===== config.mk =====
export PLATFORM = sky130hd
export DESIGN_NAME = cam_window_mux
export DESIGN_NICKNAME = d
export VERILOG_FILES = /design/src/rtl/cam_pkg.sv /design/src/rtl/cam_window_hit.sv /design/src/rtl/cam_window_mux.sv
export SDC_FILE = /design/constraint.sdc
export NUM_CORES = 1
export LEC_CHECK = 0
export CAP_MARGIN = 20
export CORE_ASPECT_RATIO = 1.2
export CORE_MARGIN = 2
export CORE_UTILIZATION = 50
export DETAILED_ROUTE_END_ITERATION = 8
export PLACE_DENSITY = 0.77
export SYNTH_ARGS = -nofsm -noshare
export SYNTH_HDL_FRONTEND = slang
export SYNTH_SLANG_ARGS = --single-unit

===== constraint.sdc =====
create_clock -name clk -period 3.8 [get_ports clk]
set_clock_uncertainty 0.05 [all_clocks]
set_input_delay 0.76 -clock clk [delete_from_list [all_inputs] [get_ports clk]]
set_output_delay 0.76 -clock clk [all_outputs]
set_load 0.005 [all_outputs]

===== src/rtl/cam_pkg.sv =====
// Shared types and helpers for the camera window compositor.
// RGB565 frame-buffer words are reduced to RGB444 by keeping the top bits of each field.
package cam_pkg;

    localparam int IMG_WIDTH_DEF  = 160;
    localparam int IMG_HEIGHT_DEF = 120;

    typedef logic [15:0] rgb565_t;
    typedef logic [11:0] rgb444_t;

    typedef struct packed {
        logic       en;
        logic       mirror;
        logic [9:0] x0;
        logic [9:0] y0;
    } win_cfg_t;

    function automatic rgb444_t rgb565_to_444(input rgb565_t p);
        return {p[15:12], p[10:7], p[4:1]};
    endfunction

endpackage


===== src/rtl/cam_window_hit.sv =====
// Window hit test and frame-buffer address for one channel.
// Optional feature macro: CAM_WINDOW_MUX_MIRROR_EN (horizontal mirror of the local x).
// Bounds are checked at 11 bits so a window near the right/bottom edge cannot wrap.
module cam_window_hit
    import cam_pkg::*;
#(
    parameter int IMG_WIDTH  = IMG_WIDTH_DEF,
    parameter int IMG_HEIGHT = IMG_HEIGHT_DEF,
    parameter int SCALE_LOG2 = 1,
    parameter int ADDR_WIDTH = $clog2(IMG_WIDTH * IMG_HEIGHT)
) (
    input  win_cfg_t              i_cfg,
    input  logic [9:0]            i_x,
    input  logic [9:0]            i_y,
    input  logic                  i_de,
    output logic                  o_hit,
    output logic [ADDR_WIDTH-1:0] o_addr
);

    localparam logic [10:0] WIN_W = 11'(IMG_WIDTH << SCALE_LOG2);
    localparam logic [10:0] WIN_H = 11'(IMG_HEIGHT << SCALE_LOG2);

    logic [10:0] w_x, w_y, w_x0, w_y0;
    logic [10:0] w_dx, w_dy, w_lx_raw, w_lx, w_ly;

    assign w_x  = {1'b0, i_x};
    assign w_y  = {1'b0, i_y};
    assign w_x0 = {1'b0, i_cfg.x0};
    assign w_y0 = {1'b0, i_cfg.y0};

    // Offsets into the window; only meaningful when the pixel is at or past the origin.
    assign w_dx = w_x - w_x0;
    assign w_dy = w_y - w_y0;

    assign o_hit = i_cfg.en & i_de
                 & (w_x >= w_x0) & (w_dx < WIN_W)
                 & (w_y >= w_y0) & (w_dy < WIN_H);

    assign w_lx_raw = w_dx >> SCALE_LOG2;
    assign w_ly     = w_dy >> SCALE_LOG2;

`ifdef CAM_WINDOW_MUX_MIRROR_EN
    assign w_lx = i_cfg.mirror ? (11'(IMG_WIDTH - 1) - w_lx_raw) : w_lx_raw;
`else
    logic w_unused_mirror;
    assign w_unused_mirror = i_cfg.mirror;
    assign w_lx = w_lx_raw;
`endif

    assign o_addr = ADDR_WIDTH'(w_ly) * ADDR_WIDTH'(IMG_WIDTH) + ADDR_WIDTH'(w_lx);

endmodule


===== src/rtl/cam_window_mux.sv =====
// Composites NUM_CH upscaled camera frame buffers onto the VGA raster.
// Optional feature macro: CAM_WINDOW_MUX_MIRROR_EN (per-window horizontal mirror).
// Latency: rd_addr one clock after the raster inputs, rgb_out and out_* three clocks after.
// Window config is double-buffered and only becomes active on a v_sync falling edge.
module cam_window_mux
    import cam_pkg::*;
#(
    parameter int          NUM_CH     = 2,
    parameter int          IMG_WIDTH  = IMG_WIDTH_DEF,
    parameter int          IMG_HEIGHT = IMG_HEIGHT_DEF,
    parameter int          SCALE_LOG2 = 1,
    parameter logic [11:0] BG_COLOR   = 12'h000,
    localparam int         ADDR_WIDTH = $clog2(IMG_WIDTH * IMG_HEIGHT),
    localparam int         CH_W       = (NUM_CH > 1) ? $clog2(NUM_CH) : 1
) (
    input  logic                   clk,
    input  logic                   reset,
    input  logic [9:0]             x_pixel,
    input  logic [9:0]             y_pixel,
    input  logic                   DE,
    input  logic                   h_sync,
    input  logic                   v_sync,
    input  logic                   cfg_we,
    input  logic [CH_W-1:0]        cfg_ch,
    input  logic                   cfg_en,
    input  logic                   cfg_mirror,
    input  logic [9:0]             cfg_x0,
    input  logic [9:0]             cfg_y0,
    output logic [ADDR_WIDTH-1:0]  rd_addr,
    input  logic [NUM_CH*16-1:0]   rd_data,
    output logic [11:0]            rgb_out,
    output logic                   out_DE,
    output logic                   out_h_sync,
    output logic                   out_v_sync,
    output logic                   out_hit,
    output logic [CH_W-1:0]        out_ch
);

    win_cfg_t r_shadow [NUM_CH];
    win_cfg_t r_active [NUM_CH];
    win_cfg_t w_cfg_new;
    logic     r_vs_q;
    logic     w_commit;

    logic [NUM_CH-1:0]     w_hit;
    logic [ADDR_WIDTH-1:0] w_addr [NUM_CH];
    logic                  w_any_hit;
    logic [CH_W-1:0]       w_win_ch;
    logic [ADDR_WIDTH-1:0] w_win_addr;
    logic [ADDR_WIDTH-1:0] r_rd_addr;

    logic [2:0]      r_de_sr, r_hs_sr, r_vs_sr, r_hit_sr;
    logic [CH_W-1:0] r_ch_sr [3];
    rgb565_t         w_pix;
    rgb444_t         w_rgb_next;
    rgb444_t         r_rgb;

    // Assemble the incoming config word; mirror is dropped entirely when the feature is off.
    always_comb begin
        w_cfg_new    = '0;
        w_cfg_new.en = cfg_en;
        w_cfg_new.x0 = cfg_x0;
        w_cfg_new.y0 = cfg_y0;
`ifdef CAM_WINDOW_MUX_MIRROR_EN
        w_cfg_new.mirror = cfg_mirror;
`endif
    end

`ifndef CAM_WINDOW_MUX_MIRROR_EN
    logic w_unused_cfg_mirror;
    assign w_unused_cfg_mirror = cfg_mirror;
`endif

    assign w_commit = r_vs_q & ~v_sync;

    // Shadow/active config: commit reads the shadow before a same-cycle write lands.
    always_ff @(posedge clk or negedge reset) begin
        if (!reset) begin
            r_vs_q <= 1'b0;
            for (int i = 0; i < NUM_CH; i++) begin
                r_shadow[i] <= '0;
                r_active[i] <= '0;
            end
        end else begin
            r_vs_q <= v_sync;
            for (int i = 0; i < NUM_CH; i++) begin
                if (w_commit)
                    r_active[i] <= r_shadow[i];
                if (cfg_we && (cfg_ch == CH_W'(i)))
                    r_shadow[i] <= w_cfg_new;
            end
        end
    end

    for (genvar g = 0; g < NUM_CH; g++) begin : g_win
        cam_window_hit #(
            .IMG_WIDTH  (IMG_WIDTH),
            .IMG_HEIGHT (IMG_HEIGHT),
            .SCALE_LOG2 (SCALE_LOG2),
            .ADDR_WIDTH (ADDR_WIDTH)
        ) u_hit (
            .i_cfg  (r_active[g]),
            .i_x    (x_pixel),
            .i_y    (y_pixel),
            .i_de   (DE),
            .o_hit  (w_hit[g]),
            .o_addr (w_addr[g])
        );
    end

    // Priority select: scanning downward leaves the lowest hitting channel as winner.
    always_comb begin
        w_any_hit  = 1'b0;
        w_win_ch   = '0;
        w_win_addr = '0;
        for (int i = NUM_CH - 1; i >= 0; i--) begin
            if (w_hit[i]) begin
                w_any_hit  = 1'b1;
                w_win_ch   = CH_W'(i);
                w_win_addr = w_addr[i];
            end
        end
    end

    // Read address holds its last value between hits.
    always_ff @(posedge clk or negedge reset) begin
        if (!reset)
            r_rd_addr <= '0;
        else if (w_any_hit)
            r_rd_addr <= w_win_addr;
    end

    // Timing/hit delay line; stage 1 lines up with the returning read data.
    always_ff @(posedge clk or negedge reset) begin
        if (!reset) begin
            r_de_sr  <= '0;
            r_hs_sr  <= '0;
            r_vs_sr  <= '0;
            r_hit_sr <= '0;
            for (int i = 0; i < 3; i++)
                r_ch_sr[i] <= '0;
        end else begin
            r_de_sr    <= {r_de_sr[1:0], DE};
            r_hs_sr    <= {r_hs_sr[1:0], h_sync};
            r_vs_sr    <= {r_vs_sr[1:0], v_sync};
            r_hit_sr   <= {r_hit_sr[1:0], w_any_hit};
            r_ch_sr[0] <= w_win_ch;
            r_ch_sr[1] <= r_ch_sr[0];
            r_ch_sr[2] <= r_ch_sr[1];
        end
    end

    // Pick the winning channel's word out of the shared read bus and convert it.
    always_comb begin
        w_pix = '0;
        for (int i = 0; i < NUM_CH; i++) begin
            if (r_ch_sr[1] == CH_W'(i))
                w_pix = rd_data[i*16 +: 16];
        end
        if (!r_de_sr[1])
            w_rgb_next = 12'h000;
        else if (r_hit_sr[1])
            w_rgb_next = rgb565_to_444(w_pix);
        else
            w_rgb_next = BG_COLOR;
    end

    // Output pixel register.
    always_ff @(posedge clk or negedge reset) begin
        if (!reset)
            r_rgb <= '0;
        else
            r_rgb <= w_rgb_next;
    end

    assign rd_addr    = r_rd_addr;
    assign rgb_out    = r_rgb;
    assign out_DE     = r_de_sr[2];
    assign out_h_sync = r_hs_sr[2];
    assign out_v_sync = r_vs_sr[2];
    assign out_hit    = r_hit_sr[2];
    assign out_ch     = r_ch_sr[2];

endmodule

==> flow_summary.toml <==
[detailed_routing]
top_layer_used = "met4"
via_per_inst = 5.33
dr_wl_met2_mm = 10.6
ant_nets = 0
vias = 6679
drt_iter0_drc = 244
met3_length_um = 920
dr.pass1.iters = 5
drc_errors = 0
routed_wl_mm = 20.5
wirelength_met1_mm = 8.25
wl_per_cell_um = 16.3

[sta]
max_freq_mhz = 263
period_minus_slack_ns = 3.81
rsz0062_at_grt = "true"
finalCritPeriodShare_pct = 100
maxSlewHeadroom_pct = 44.4
fin_ws_ns = -0.00890
hold_viol_final = 0
timing.final.max_slew_violations = 0
setup-violations-final = 1
worst_pin_slew_ns = 0.835

[finish]
finalNonFillerCells = 1254
fin_nets = 1195
n_fill_cell = 1006
layout-drive-gt1-share_pct = 33.7
synthToLayoutAreaGrowth_pct = 46.6
antennaDiodeCount = 0

[clocking]
cts_buffer_depth = 2
cts_tree = "built"
cts_buffers = 17
cts_root_buffer = "clkbuf_16"
clk_latency_ns = 0.42
htreeDepth = 4
cts_sinks = 126
clk_pin_slew_ns = 0.06

[yosys]
synth_area_um2 = 7830
synth.most_common_cell = "dfrtp_1"
synth-edff-count = 0
ys_seq_area_share_pct = 40.3
yosysUniqueCellTypes = 60
synthFlopType = "dfrtp_1"
syn-num-nets = 924
syn_area_per_cell_um2 = 10.3
async_flop_share_pct = 100
synth_common_cells = "dfrtp_1 (126), inv_1 (74), ha_1 (73)"
syn_inst = 762
yosys-top-cells-area = "dfrtp_1 (40%), ha_1 (12%), mux2_2 (6.9%)"
synth_seq_cells = 126
synth_top_cell_by_area = "dfrtp_1"
netlist.area_leader.share_pct = 40.3
yosysWarnings = 0

[global_routing]
grtUsageTotal_pct = 24.3
grt_overflow = 0
grt_max_degree = 69
grt_pass1_wl_mm = 32.6
antenna_found_initial = 0
grt_pass1_vias = 6975

[setup_path]
crit_type = "in -> reg"
cp_data_arrival_time_ns = 4.06
critPathMaxFanout = 4
worst_setup_path_start_kind = "input port"
critPathCaptureType = "register"
cp.required_ns = 4.05

[placement]
routabilityCongestion = 0.843
numPortBuffers = 103
dpl.hpwl_mm = 14.1
place_ws_ns = -0.892
dp.cells = 1210

[min_path]
hp-class = "reg -> reg"

[floorplanning]
start_util_pct = 50.6
core.rowCount = 50
dieArea_um2 = 16700
fp.coreArea_um2 = 15500
die_w_um = 118
io_pins = 113
chipHeight_um = 141

[run_status]
violations = "setup timing"
status = "finished, violations left"

[pwr]
ir_worst_vdd_uv = 518
power.leakage_uw = 0.00544
power.density_nw_per_um2 = 792

[run]
cap_violations = 0
-- stage by stage --
| step | TNS, ns | utilization [%] | power, µW | hold slack [ns] | area (µm²) |
|---|---|---|---|---|---|
| final | -0.00890 | 74.2 | 9090 | 0.298 | 11500 |
| after global routing | -0.442 | 74.2 | 9690 | 0.307 | 11500 |
| after global placement | -6.65 | 67.0 | 6380 | 0.283 | 10300 |
| after CTS | -0.0597 | 72.5 | 8590 | 0.299 | 11200 |
| after floorplan | -0.231 | - | 4550 | 0.281 | 7940 |
| after detailed placement | -7.83 | 67.0 | 6540 | 0.288 | 10300 |
-- final cells by class --
class	instances	area [µm²]	share of cell area (%)
clock buffer	19	453	3.95
clock inverter	13	161	1.41
inverter	74	290	2.53
multi-input combinational	542	4810	42.0
sequential	126	3150	27.5
tap	208	260	2.27
timing repair buffer	272	2340	20.4
-- what timing repair did --
item,in CTS,in global routing
hold buffers,0,0
gates resized for setup,48,47
setup endpoints to repair,6,6
setup buffers,5,9
pin swaps,35,49
-- sequential cells by signal (all words and copies together), names as in the netlist --
| name | flops |
|---|---|
| r_hit_sr | 3 |
| r_de_sr | 3 |
| r_vs_sr | 3 |
| r_shadow | 42 |
| out_ch | 1 |
| rgb_out | 12 |
| rd_addr | 15 |
| r_ch_sr | 2 |
| r_active | 42 |
| r_hs_sr | 3 |
-- power by group --
part	total, µW	internal (µW)	switching (µW)	leakage (µW)
registers	1660	1550	111	0.00157
clock network	1670	1070	609	0.000292
logic	5750	3130	2620	0.00358
-- worst max-delay path, stage by stage --
cell and delay (ns):
dlygate4sd2_1 0.29, ha_4 0.26, and2_1 0.20, a31oi_4 0.19, and4_4 0.26, nor2_1 0.05
ha_1 0.32, inv_1 0.07, fa_1 0.55, inv_2 0.05, ha_4 0.27, a21oi_2 0.05
and3b_2 0.27, nand3_2 0.09, xnor2_1 0.14, mux2i_1 0.13, mux2i_1 0.10
-- placed cells by master, fill, tap and decap left out, drive strengths merged, types with 6 or more instances in the layout --
master,Yosys,routed
o21ai,53,53
mux2,52,52
dfrtp,126,126
mux2i,40,40
xnor2,36,36
a21o,12,12
and2,7,7
fa,8,8
nand2,53,53
buf,6,171
ha,73,73
nor2b,12,12
clkbuf,14,19
inv,74,76
nand3,12,12
o21a,7,7
a21oi,32,32
xor2,17,17
nor2,42,42
a211oi,6,6
clkdlybuf4s50,0,94
o21bai,8,8
nor3,8,8
-- cells by family (layout without fill, tap and decap cells) --
kind of cell               count (synthesis)  count (layout)  share of synthesized area, %
xor gates and xnor gates                  53              53                          5.93
AOI/OAI and AO/OA                        152             152                          12.4
DFF                                      126             126                          40.3
and+or+nand+nor                          164             164                          10.1
adders and majority gates                 81              81                          13.7
buffers and inverters                     94             378                          4.75
muxes                                     92              92                          12.8
-- metal layers --
metal	track usage (%)	up-vias
met4	9.96	0
met2	43.4	184
met5	0	-
li1	-	3190
met3	5.95	62
met1	27.8	3243
-- path summary, 6_finish.rpt --
path | endpoint | depth (start not counted) | from | slack, ns
min | r_hit_sr[1] | 0 | r_hit_sr[0] | 0.30
max reg2reg | rd_addr[14] | 17 | r_active[0] | 0.04
min in group asynchronous | r_hs_sr[1] | 1 | reset | 0.38
max in group asynchronous | r_de_sr[0] | 2 | reset | 2.53
max | rd_addr[14] | 17 | y_pixel[4] | -0.009
min reg2reg | r_hit_sr[1] | 0 | r_hit_sr[0] | 0.30
(Power assumes the default switching activity.)
